[src/rtl/gravity_ctrl.sv]
// gravity_ctrl: debounces the flip button, tracks grounded/airborne state and detects death for move_player.
// Optional feature: define GRAV_AIR_FLIP_EN to allow one gravity flip per airborne phase.
module gravity_ctrl #(
  parameter int unsigned DEBOUNCE_CYCLES = 16,
  parameter int unsigned DEATH_TOP       = 0,
  parameter int unsigned DEATH_BOTTOM    = 420
) (
  input  logic       clk,
  input  logic       reset,
  input  logic       btn,
  input  logic       start,
  input  logic [8:0] height,
  input  logic [2:0] lines,
  output logic       grav_dir,
  output logic       is_dead,
  output logic [7:0] flip_count
);

  localparam int unsigned      CNT_W   = $clog2(DEBOUNCE_CYCLES + 1);
  localparam logic [CNT_W-1:0] CNT_MAX = CNT_W'(DEBOUNCE_CYCLES);
  localparam logic [8:0]       TOP_H   = 9'(DEATH_TOP);
  localparam logic [8:0]       BOT_H   = 9'(DEATH_BOTTOM);

  typedef enum logic [1:0] {
    S_IDLE,
    S_GROUNDED,
    S_AIR,
    S_DEAD
  } state_t;

  state_t           state;
  logic             sync1;
  logic             sync2;
  logic [CNT_W-1:0] cnt;
  logic [CNT_W-1:0] cnt_next;
  logic             level;
  logic             level_next;
  logic             flip_req;
  logic             grounded_c;
  logic             oob_c;
  logic [7:0]       count_inc_c;
`ifdef GRAV_AIR_FLIP_EN
  logic             air_flip_ok;
`endif

  // Debounce: count consecutive high samples, drop the level on the first low one.
  always_comb begin
    cnt_next = '0;
    if (sync2) begin
      cnt_next = (cnt == CNT_MAX) ? cnt : cnt + CNT_W'(1);
    end
    level_next = sync2 & (level | (cnt_next == CNT_MAX));
  end

  assign grounded_c = grav_dir ?
                      (((height == 9'd120) & lines[0]) | ((height == 9'd240) & lines[1])) :
                      (((height == 9'd180) & lines[1]) | ((height == 9'd300) & lines[2]));

  // A height wrapped below zero lands at the top of the 9-bit range and trips the bottom bound.
  assign oob_c       = (height <= TOP_H) | (height >= BOT_H);
  assign count_inc_c = (flip_count == 8'hFF) ? flip_count : flip_count + 8'd1;

  always_ff @(posedge clk) begin
    if (!reset) begin
      sync1    <= 1'b0;
      sync2    <= 1'b0;
      cnt      <= '0;
      level    <= 1'b0;
      flip_req <= 1'b0;
    end else begin
      sync1    <= btn;
      sync2    <= sync1;
      cnt      <= cnt_next;
      level    <= level_next;
      flip_req <= level_next & ~level;
    end
  end

  // Player FSM; leaving the playfield wins over landing and flipping.
  always_ff @(posedge clk) begin
    if (!reset) begin
      state      <= S_IDLE;
      grav_dir   <= 1'b0;
      is_dead    <= 1'b1;
      flip_count <= '0;
`ifdef GRAV_AIR_FLIP_EN
      air_flip_ok <= 1'b0;
`endif
    end else begin
      case (state)
        S_IDLE: begin
          if (start) begin
            state    <= S_AIR;
            grav_dir <= 1'b0;
            is_dead  <= 1'b0;
`ifdef GRAV_AIR_FLIP_EN
            air_flip_ok <= 1'b1;
`endif
          end
        end
        S_AIR: begin
          if (oob_c) begin
            state   <= S_DEAD;
            is_dead <= 1'b1;
          end else if (grounded_c) begin
            state <= S_GROUNDED;
`ifdef GRAV_AIR_FLIP_EN
            air_flip_ok <= 1'b1;
          end else if (flip_req && air_flip_ok) begin
            grav_dir    <= ~grav_dir;
            flip_count  <= count_inc_c;
            air_flip_ok <= 1'b0;
`endif
          end
        end
        S_GROUNDED: begin
          if (oob_c) begin
            state   <= S_DEAD;
            is_dead <= 1'b1;
          end else if (flip_req) begin
            state      <= S_AIR;
            grav_dir   <= ~grav_dir;
            flip_count <= count_inc_c;
          end else if (!grounded_c) begin
            state <= S_AIR;
          end
        end
        S_DEAD: begin
          is_dead <= 1'b1;
        end
        default: begin
          state   <= S_IDLE;
          is_dead <= 1'b1;
        end
      endcase
    end
  end

endmodule

[config.mk]
export PLATFORM = sky130hd
export DESIGN_NAME = gravity_ctrl
export DESIGN_NICKNAME = d
export VERILOG_FILES = /design/src/rtl/gravity_ctrl.sv
export SDC_FILE = /design/constraint.sdc
export NUM_CORES = 1
export LEC_CHECK = 0
export ABC_AREA = 0
export CORE_MARGIN = 1.5
export CORE_UTILIZATION = 35
export DETAILED_ROUTE_END_ITERATION = 8
export PLACE_DENSITY = 0.7
export SYNTH_ARGS = -nofsm -noshare
export SYNTH_HDL_FRONTEND = slang
export SYNTH_SLANG_ARGS = --single-unit
[constraint.sdc]
create_clock -name clk -period 1.8 [get_ports clk]
set_input_delay 0.18 -clock clk [delete_from_list [all_inputs] [get_ports clk]]
set_output_delay 0.18 -clock clk [all_outputs]
set_load 0.1 [all_outputs]
== After elaboration in Yosys (flattened, before gate mapping) ==
Index checks and enable logic that the tools add are counted.
Word-level totals
  word-level logic and storage cells: 67
  input port bits: 16
  output and inout bits: 10
  register bits after elaboration: 21
Cells by class
  mux-type cells: 16
  reductions and logical operators: 8
  add/sub/neg operators: 2
  equal/unequal tests: 16
  magnitude comparators: 2
  bitwise logic cells: 14
Operators by type and width (number)
  $eq 9x8->1 const B: 2
  $mux 2: 6
  $reduce_and 4->1: 3
  $eq 5x5->1 const B: 2
  $mux 5: 2
  $eq 9x7->1 const B: 1
  $eq 9x9->1 const B: 1
  $ge 9x9->1 const B: 1
  $le 9x1->1 const B: 1
  $add 8x1->8 const B: 1
  $eq 8x8->1 const B: 1
  $and 1x1->1: 6
  $ne 2x2->1 const B: 3
  $pmux 2 s3: 1
  $add 5x1->5 const B: 1
  $mux 1: 5
  $eq 2x2->1 const B: 2
  $ne 4x4->1 const B: 1
  $not 1->1: 4
  $or 1x1->1: 4
  $ne 3x3->1 const B: 1
  $pmux 1 s3: 1
  $reduce_bool 3->1: 1
  $eq 2x1->1 const B: 1
  other kinds (6): 6

== Depth between registers and ports, before layout ==
Gate-level depths: netlist (run 1).
  depth after elaboration: 8
  gate-level depth with buffers: 8

== Worst setup path before layout (run 1) ==
No wires, ideal clock.
  path kind: reg-to-reg
  start: register grav_dir
  end: register state[1]
  data arrival time: 2.183 ns
  stages on the path, launching flop included: 7
  clock period less this slack: 2.263 ns
  data required time: 1.720 ns
  path buffers: 0
  slack: -0.463 ns
  cells stage by stage: dfxtp_1 nand3b_1 a2111o_1 and2_4 a211oi_4 o21ai_0 a211oi_2
On the way
  cells in the longest elaborated chain, start to end: 3
RTL lines
  start: declaration: line 14  | output logic grav_dir,
  start signal: assignment: line 122  | grav_dir <= ~grav_dir;
  $mux 1 *: line 55  | assign grounded_c = grav_dir ?
  $ne 4x4->1 (no line) / $ne 3x3->1 (equally long branches)
  $reduce_and 4->1 (no line) *
  end signal: assignment: line 82  | state <= S_IDLE;
  end signal: assignment: line 93  | state <= S_AIR;
  end signal: assignment: line 103  | state <= S_DEAD;
  end: declaration: line 31  | state_t state;
Every way passes the cells marked *; elsewhere a longest branch is shown, timed or not.
A chain may end at the register's enable or synchronous reset.

== Worst setup path in the final report (run 1) ==
  start: input port height[5]
  end: register state[0]
On the way
  cells in the longest elaborated chain, start to end: 6
RTL lines
  start: declaration: line 12  | input logic [8:0] height,
  parallel branches: the longest is 6 deep, another holds $le 9x1->1
Parallel ways; which one is timed is not known.

==> impl_metrics.env, run 1 <==
export IMPL_status="finished, final reports clean"
export IMPL_synth_cell_types=42
export IMPL_regArea_um2=442
export IMPL_core_area_um2=3340
export IMPL_crit_family="simple AND/OR/NAND/NOR gates"
export IMPL_place_ws_ns=-0.544
export IMPL_ys_seq_elements=21
export IMPL_min_period_over_period_pct=98.4
export IMPL_grt_usage_pct=17.4
export IMPL_cts_tree="built"
export IMPL_slew_viol_final=0
export IMPL_grt_max_degree=13
export IMPL_most_common_layout_cells="buf_4, nor2_1, nand2_1, dfxtp_2"
export IMPL_cp_data_arrival_time_ns=2.00
export IMPL_path_class="in2reg"
export IMPL_final_common_cell="buf_4"
export IMPL_seqPwrFrac_pct=47.2
export IMPL_crit_path_max_incr_delay_ns=0.59
export IMPL_clkSinkCount=21
export IMPL_holdBufCountCts=0
export IMPL_reg2reg_from="grav_dir"
export IMPL_final_setup_worst_slack_ns=0.0280
export IMPL_syn_nets=167
export IMPL_worst_endpoint_required_ns=2.03
export IMPL_synth_area_um2=1220
export IMPL_worstHoldStart="btn"
export IMPL_wirelength_mm=3.20
export IMPL_ios=26
export IMPL_io_buffers=25
export IMPL_crit_chain="clkdlybuf4s50_1 > buf_4 > or4_4 > and2_4 > o32a_1 > o311ai_1"
export IMPL_cp_start_kind="input pin"
export IMPL_rows=21
export IMPL_num_vias=1233
export IMPL_grt_pass1_wl_mm=4.95
export IMPL_dp_hpwl_mm=2.30
export IMPL_synthFlopType="dfxtp_1"
export IMPL_die_area_um2=3840
export IMPL_netlist_top_cells_area="dfxtp_1, ha_1, nor2_1"
export IMPL_yosys_warnings=0
export IMPL_syn_inst=143
export IMPL_drt_iter0_drc=48
export IMPL_clk_latency_ns=0.32
export IMPL_syn_to_final_growth_pct=43.9
export IMPL_fill_cells=339
export IMPL_cp_max_fo=4
export IMPL_initial_core_util_pct=36.5
export IMPL_clkTransAtPathRegs_ns=0.13
export IMPL_endpoint_kind="flop"
export IMPL_worst_pin_slew_ns=0.352
export IMPL_yosys_area_top_type="dfxtp_1"
export IMPL_synth_edff_count=0
export IMPL_fin_util_pct=52.5
export IMPL_cts_root_buffer="clkbuf_4"
export IMPL_viasPerCell=5.22
export IMPL_internal_power_uw=701
export IMPL_die_w_um=62.0
export IMPL_path_buf_inv=2
export IMPL_fin_total_pwr_mw=1.04
export IMPL_fmaxAchievable_mhz=564
export IMPL_rsz0062_at_grt="yes"
export IMPL_fin_crit_ns=1.77
export IMPL_grt_overflow=0
export IMPL_yosysTopAreaCellShare_pct=34.5
export IMPL_nets=215
export IMPL_cts_buffer_depth=2
export IMPL_swShare_pct=32.3
export IMPL_cts_buffers=3
export IMPL_synthArstFlopShare_pct=0
export IMPL_place_congestion=0.777
export IMPL_h_tree_depth=1
export IMPL_min_delay_path_class="in2reg"
export IMPL_grt_antenna_before_repair=0
export IMPL_ys_seq_area_share_pct=34.5
export IMPL_max_cap_violations=0
export IMPL_die_height_um=62.0
export IMPL_avgSynthCellArea_um2=8.51
export IMPL_p_leak_nw=0.685
export IMPL_timing_slew_headroom_pct=76.3
export IMPL_cellPowerDensity_nw_per_um2=591
export IMPL_cpMaxStageDelayCell="or4_4"
export IMPL_drc=0
export IMPL_clkPwrFrac_pct=23.5
export IMPL_power_frac_comb_pct=29.3
export IMPL_ant_nets=0
export IMPL_drt_pass1_iterations=5
export IMPL_grt_pass1_vias=1165
export IMPL_multi_input_area_um2=842
export IMPL_diodes=0
export IMPL_layout_drive_gt1_share_pct=35.3
export IMPL_finalSetupViolCount=0
export IMPL_finClkSkew_ns=0.00748
export IMPL_hold_viol=0
export IMPL_wl_per_cell_um=13.6
export IMPL_ir_drop_mv=0.285
export IMPL_p_sw_uw=335
export IMPL_crit_start="height[5]"
-- cells by family after synthesis --
| kind of cell | share of synthesized area [%] |
|---|---|
| multiplexers | 1.64 |
| adder cells (fa/ha/maj) | 8.22 |
| buffers and inverters | 3.08 |
| AND/OR/NAND/NOR | 31.1 |
| XOR/XNOR | 5.04 |
| flip-flops | 34.5 |
| AO/OA/AOI/OAI | 16.3 |
-- final timing paths --
kind | end | slack, ns | cells after the start
max | state[0] | 0.03 | 6
min | sync1 | 0.44 | 2
max reg2reg | state[1] | 0.05 | 6
min reg2reg | sync2 | 0.45 | 1
-- worst register-to-register path: stages (launching register included) --
cell and delay [ns]:
dfxtp_4 0.40, nand3b_1 0.08, a2111o_1 0.42, and2_4 0.18
a211oi_4 0.27, o21ai_1 0.11, a211oi_2 0.22
-- flip-flops by register name (all words and copies together), names as in the netlist --
register / flops
flip_req: 1
sync2: 1
grav_dir: 1
flip_count: 8
cnt: 5
sync1: 1
state: 2
level: 1
is_dead: 1
-- per-stage QoR --
stage | area (um^2) | hold slack, ns | setup TNS [ns] | std cells
floorplan | 1230 | 0.307 | 0 | 143
global placement | 1600 | 0.407 | -5.15 | 225
detailed placement | 1600 | 0.420 | -6.10 | 225
CTS | 1660 | 0.437 | 0 | 230
global route | 1750 | 0.426 | -0.113 | 236
finish | 1750 | 0.444 | 0 | 236
-- final cells by class --
cell class / instances / share of cell area (%)
repair buffers: 43 / 19.9
flip-flops and latches: 21 / 25.2
well taps: 46 / 3.29
multi-input cells: 113 / 48.1
inverters: 9 / 1.93
clock inverters: 1 / 0.286
clock buffers: 3 / 1.29
-- synth_stat cells, drive strengths merged (2+ instances only) --
master	count
and2	5
a211oi	3
or3	4
nand2	13
nor3	5
ha	8
o21ai	8
nor2b	2
nand2b	3
o211ai	2
and3b	2
nand4	2
mux2i	2
nor4	2
xnor2	5
or4	2
nor3b	2
a21oi	4
nand3	5
xor2	2
inv	8
nor2	16
dfxtp	21
nand3b	4
-- power by group through the flow --
| stage | clock (mW) | sequential [mW] | combinational [mW] |
|---|---|---|---|
| final | 0.243 | 0.489 | 0.304 |
| after global routing | 0.276 | 0.492 | 0.326 |
| after CTS | 0.249 | 0.488 | 0.282 |
| after detailed placement | 0 | 0.499 | 0.281 |
| after global placement | 0 | 0.498 | 0.275 |
| after floorplan | 0 | 0.539 | 0.137 |
-- per-layer routing --
metal | global-route usage, % | up-vias | wire, um | share of wire [%]
met1 | 19.5 | 591 | 1290 | 40
met2 | 32.1 | 29 | 1750 | 54
met4 | 6.99 | 0 | 55 | 1.7
met5 | 0 | - | 0 | 0
met3 | 3.11 | 7 | 108 | 3.4
li1 | - | 606 | - | -
-- repair_timing --
item / in CTS / in global routing
endpoints found under the setup margin: 14 / 8
gates cloned: 0 / 1
resized for setup: 25 / 12
pin swaps: 8 / 4
buffers inserted: 1 / 5
Note: power is estimated with default switching activity, not from simulation.
==> inputs of run 2 (changes only) <==
--- a/config.mk
+++ b/config.mk
@@ -6,6 +6,7 @@
 export NUM_CORES = 1
 export LEC_CHECK = 0
 export ABC_AREA = 0
+export CAP_MARGIN = 25
 export CORE_MARGIN = 1.5
 export CORE_UTILIZATION = 35
 export DETAILED_ROUTE_END_ITERATION = 8
==> results of run 2 <==
No change in the layout: final DEF, timing and power equal those of run 1.
==> inputs of run 3 (changes only) <==
==> config.mk (replaced) <==
export PLATFORM = sky130hd
export DESIGN_NAME = gravity_ctrl
export DESIGN_NICKNAME = d
export VERILOG_FILES = /design/src/rtl/gravity_ctrl.sv
export SDC_FILE = /design/constraint.sdc
export NUM_CORES = 1
export LEC_CHECK = 0
export CAP_MARGIN = 25
export CELL_PAD_IN_SITES_DETAIL_PLACEMENT = 1
export CELL_PAD_IN_SITES_GLOBAL_PLACEMENT = 2
export CORE_MARGIN = 1.5
export CORE_UTILIZATION = 26
export DETAILED_ROUTE_END_ITERATION = 8
export PLACE_DENSITY = 0.82
export SKIP_CTS_REPAIR_TIMING = 1
export SYNTH_ARGS = -nofsm -noshare
export SYNTH_HDL_FRONTEND = slang
export SYNTH_SLANG_ARGS = --single-unit
==> run 3 against run 2 <==
Effect of this change: total power rose by 5.9%; final cell count rose by 2.5%; clock power rose by 27%; via count fell by 2.3%; sequential cell count did not move; critical path type is now reg2reg; routed wire length rose by 13%; the run now ends with design-rule violations, negative setup slack left; critical path depth rose by 2; first-iteration DRC count fell by 46%; non-clock buffer count rose by 1.
==> impl_metrics.env, run 3 (synthesis results as in run 1) <==
export IMPL_regArea_um2=439
export IMPL_grt_pass1_wl_mm=5.71
export IMPL_hold_viol=0
export IMPL_placed_area_um2=1640
export IMPL_grt_pass1_vias=1217
export IMPL_crit_family="simple AND/OR/NAND/NOR gates"
export IMPL_drt_pass1_iterations=5
export IMPL_rsz0062_at_grt="yes"
export IMPL_fmaxAchievable_mhz=544
export IMPL_rows=24
export IMPL_dp_hpwl_mm=2.73
export IMPL_status="complete, but fails checks"
export IMPL_clk_latency_ns=0.26
export IMPL_cts_root_buffer="clkbuf_8"
export IMPL_path_class="reg2reg"
export IMPL_num_vias=1205
export IMPL_ios=26
export IMPL_final_common_cell="buf_4"
export IMPL_cp_max_fo=2
export IMPL_die_area_um2=5100
export IMPL_min_period_over_period_pct=102
export IMPL_h_tree_depth=1
export IMPL_p_leak_nw=0.741
export IMPL_initial_core_util_pct=27.4
export IMPL_finClkSkew_ns=0.00607
export IMPL_grt_max_degree=13
export IMPL_io_buffers=25
export IMPL_grt_usage_pct=13.8
export IMPL_most_common_layout_cells="buf_4, nor2_1, nand2_1, dfxtp_1, dfxtp_2"
export IMPL_grt_overflow=0
export IMPL_dp_cells=235
export IMPL_die_height_um=71.4
export IMPL_ir_drop_mv=0.299
export IMPL_cts_tree="built"
export IMPL_nets=215
export IMPL_worst_endpoint_required_ns=1.99
export IMPL_cpMaxStageDelayCell="a2111oi_2"
export IMPL_largest_reg_flops=8
export IMPL_reg_top3="flip_count (8), cnt (5), state (2)"
export IMPL_clkSinkCount=21
export IMPL_design_area_um2=1810
export IMPL_cp_data_arrival_time_ns=2.03
export IMPL_ant_nets=0
export IMPL_worst_pin_slew_ns=0.360
export IMPL_wirelength_mm=3.62
export IMPL_cellPowerDensity_nw_per_um2=608
export IMPL_violations="design-rule violations, negative setup slack"
export IMPL_cts_buffers=3
export IMPL_max_cap_violations=0
export IMPL_die_w_um=71.4
export IMPL_crit_chain="inv_2 > ha_4 > and3b_2 > nor3_2 > o21ai_1 > a2111oi_2 > buf_4 > nor3b_2"
export IMPL_finalSetupViolCount=2
export IMPL_wl_per_cell_um=15.0
export IMPL_fill_cells=533
export IMPL_path_buf_inv=2
export IMPL_timing_slew_headroom_pct=75.7
export IMPL_cts_buffer_depth=2
export IMPL_fin_crit_ns=1.84
export IMPL_diodes=0
export IMPL_viasPerCell=4.98
export IMPL_crit_path_max_incr_delay_ns=0.38
export IMPL_syn_to_final_growth_pct=48.3
export IMPL_endpoint_kind="flop"
export IMPL_cp_start_kind="flop"
export IMPL_grt_antenna_before_repair=0
export IMPL_drc=1
export IMPL_regMostFlops="flip_count"
export IMPL_min_delay_path_class="reg2reg"
export IMPL_final_cells=242
export IMPL_core_area_um2=4440
export IMPL_place_congestion=0.833
export IMPL_final_setup_worst_slack_ns=-0.0381
export IMPL_drt_iter0_drc=26
export IMPL_slew_viol_final=0
export IMPL_multi_input_area_um2=847
export IMPL_layout_drive_gt1_share_pct=37.4
export IMPL_clkTransAtPathRegs_ns=0.08
[run 3: report_power, final]
group	leakage (nW)	switching, mW	internal, mW	total (mW)
sequential	0.176	0.0112	0.477	0.488
clock	0.0255	0.155	0.154	0.309
combinational	0.539	0.169	0.131	0.300
total	0.741	0.336	0.762	1.10
[run 3: routing by layer]
metal / global-route usage (%) / share of wire (%)
met1: 17.9 / 44
met3: 3.23 / 2.5
met2: 23.6 / 52
met4: 2.56 / 1.8
met5: 0 / 0
[run 3: path summary, 6_finish.rpt]
check	cells past startpoint	slack, ns	end	startpoint
hold reg to reg	1	0.44	sync2	sync1
setup / recovery	8	-0.04	flip_req	cnt[1]
hold / removal	1	0.44	sync2	sync1
setup reg to reg	8	-0.04	flip_req	cnt[1]
[run 3: stage by stage]
stage	hold slack [ns]	total power, mW	setup slack, ns	setup TNS, ns	util, %
detailed placement	0.423	0.785	-0.544	-5.99	36.9
finish	0.442	1.10	-0.0381	-0.0643	40.6
CTS	0.439	1.10	-0.285	-2.84	38.0
floorplan	0.307	0.675	0.00185	0	-
global placement	0.409	0.776	-0.528	-5.35	36.9
global route	0.467	1.16	-0.154	-0.324	40.6
[run 3: cell type report]
type                    count  area share, %
clock buffers               3           2.29
flip-flops and latches     21           24.3
clock inverters             1          0.277
well taps                  52           3.60
repair buffers             44           20.7
multi-input cells         112           46.9
inverters                   9           1.87
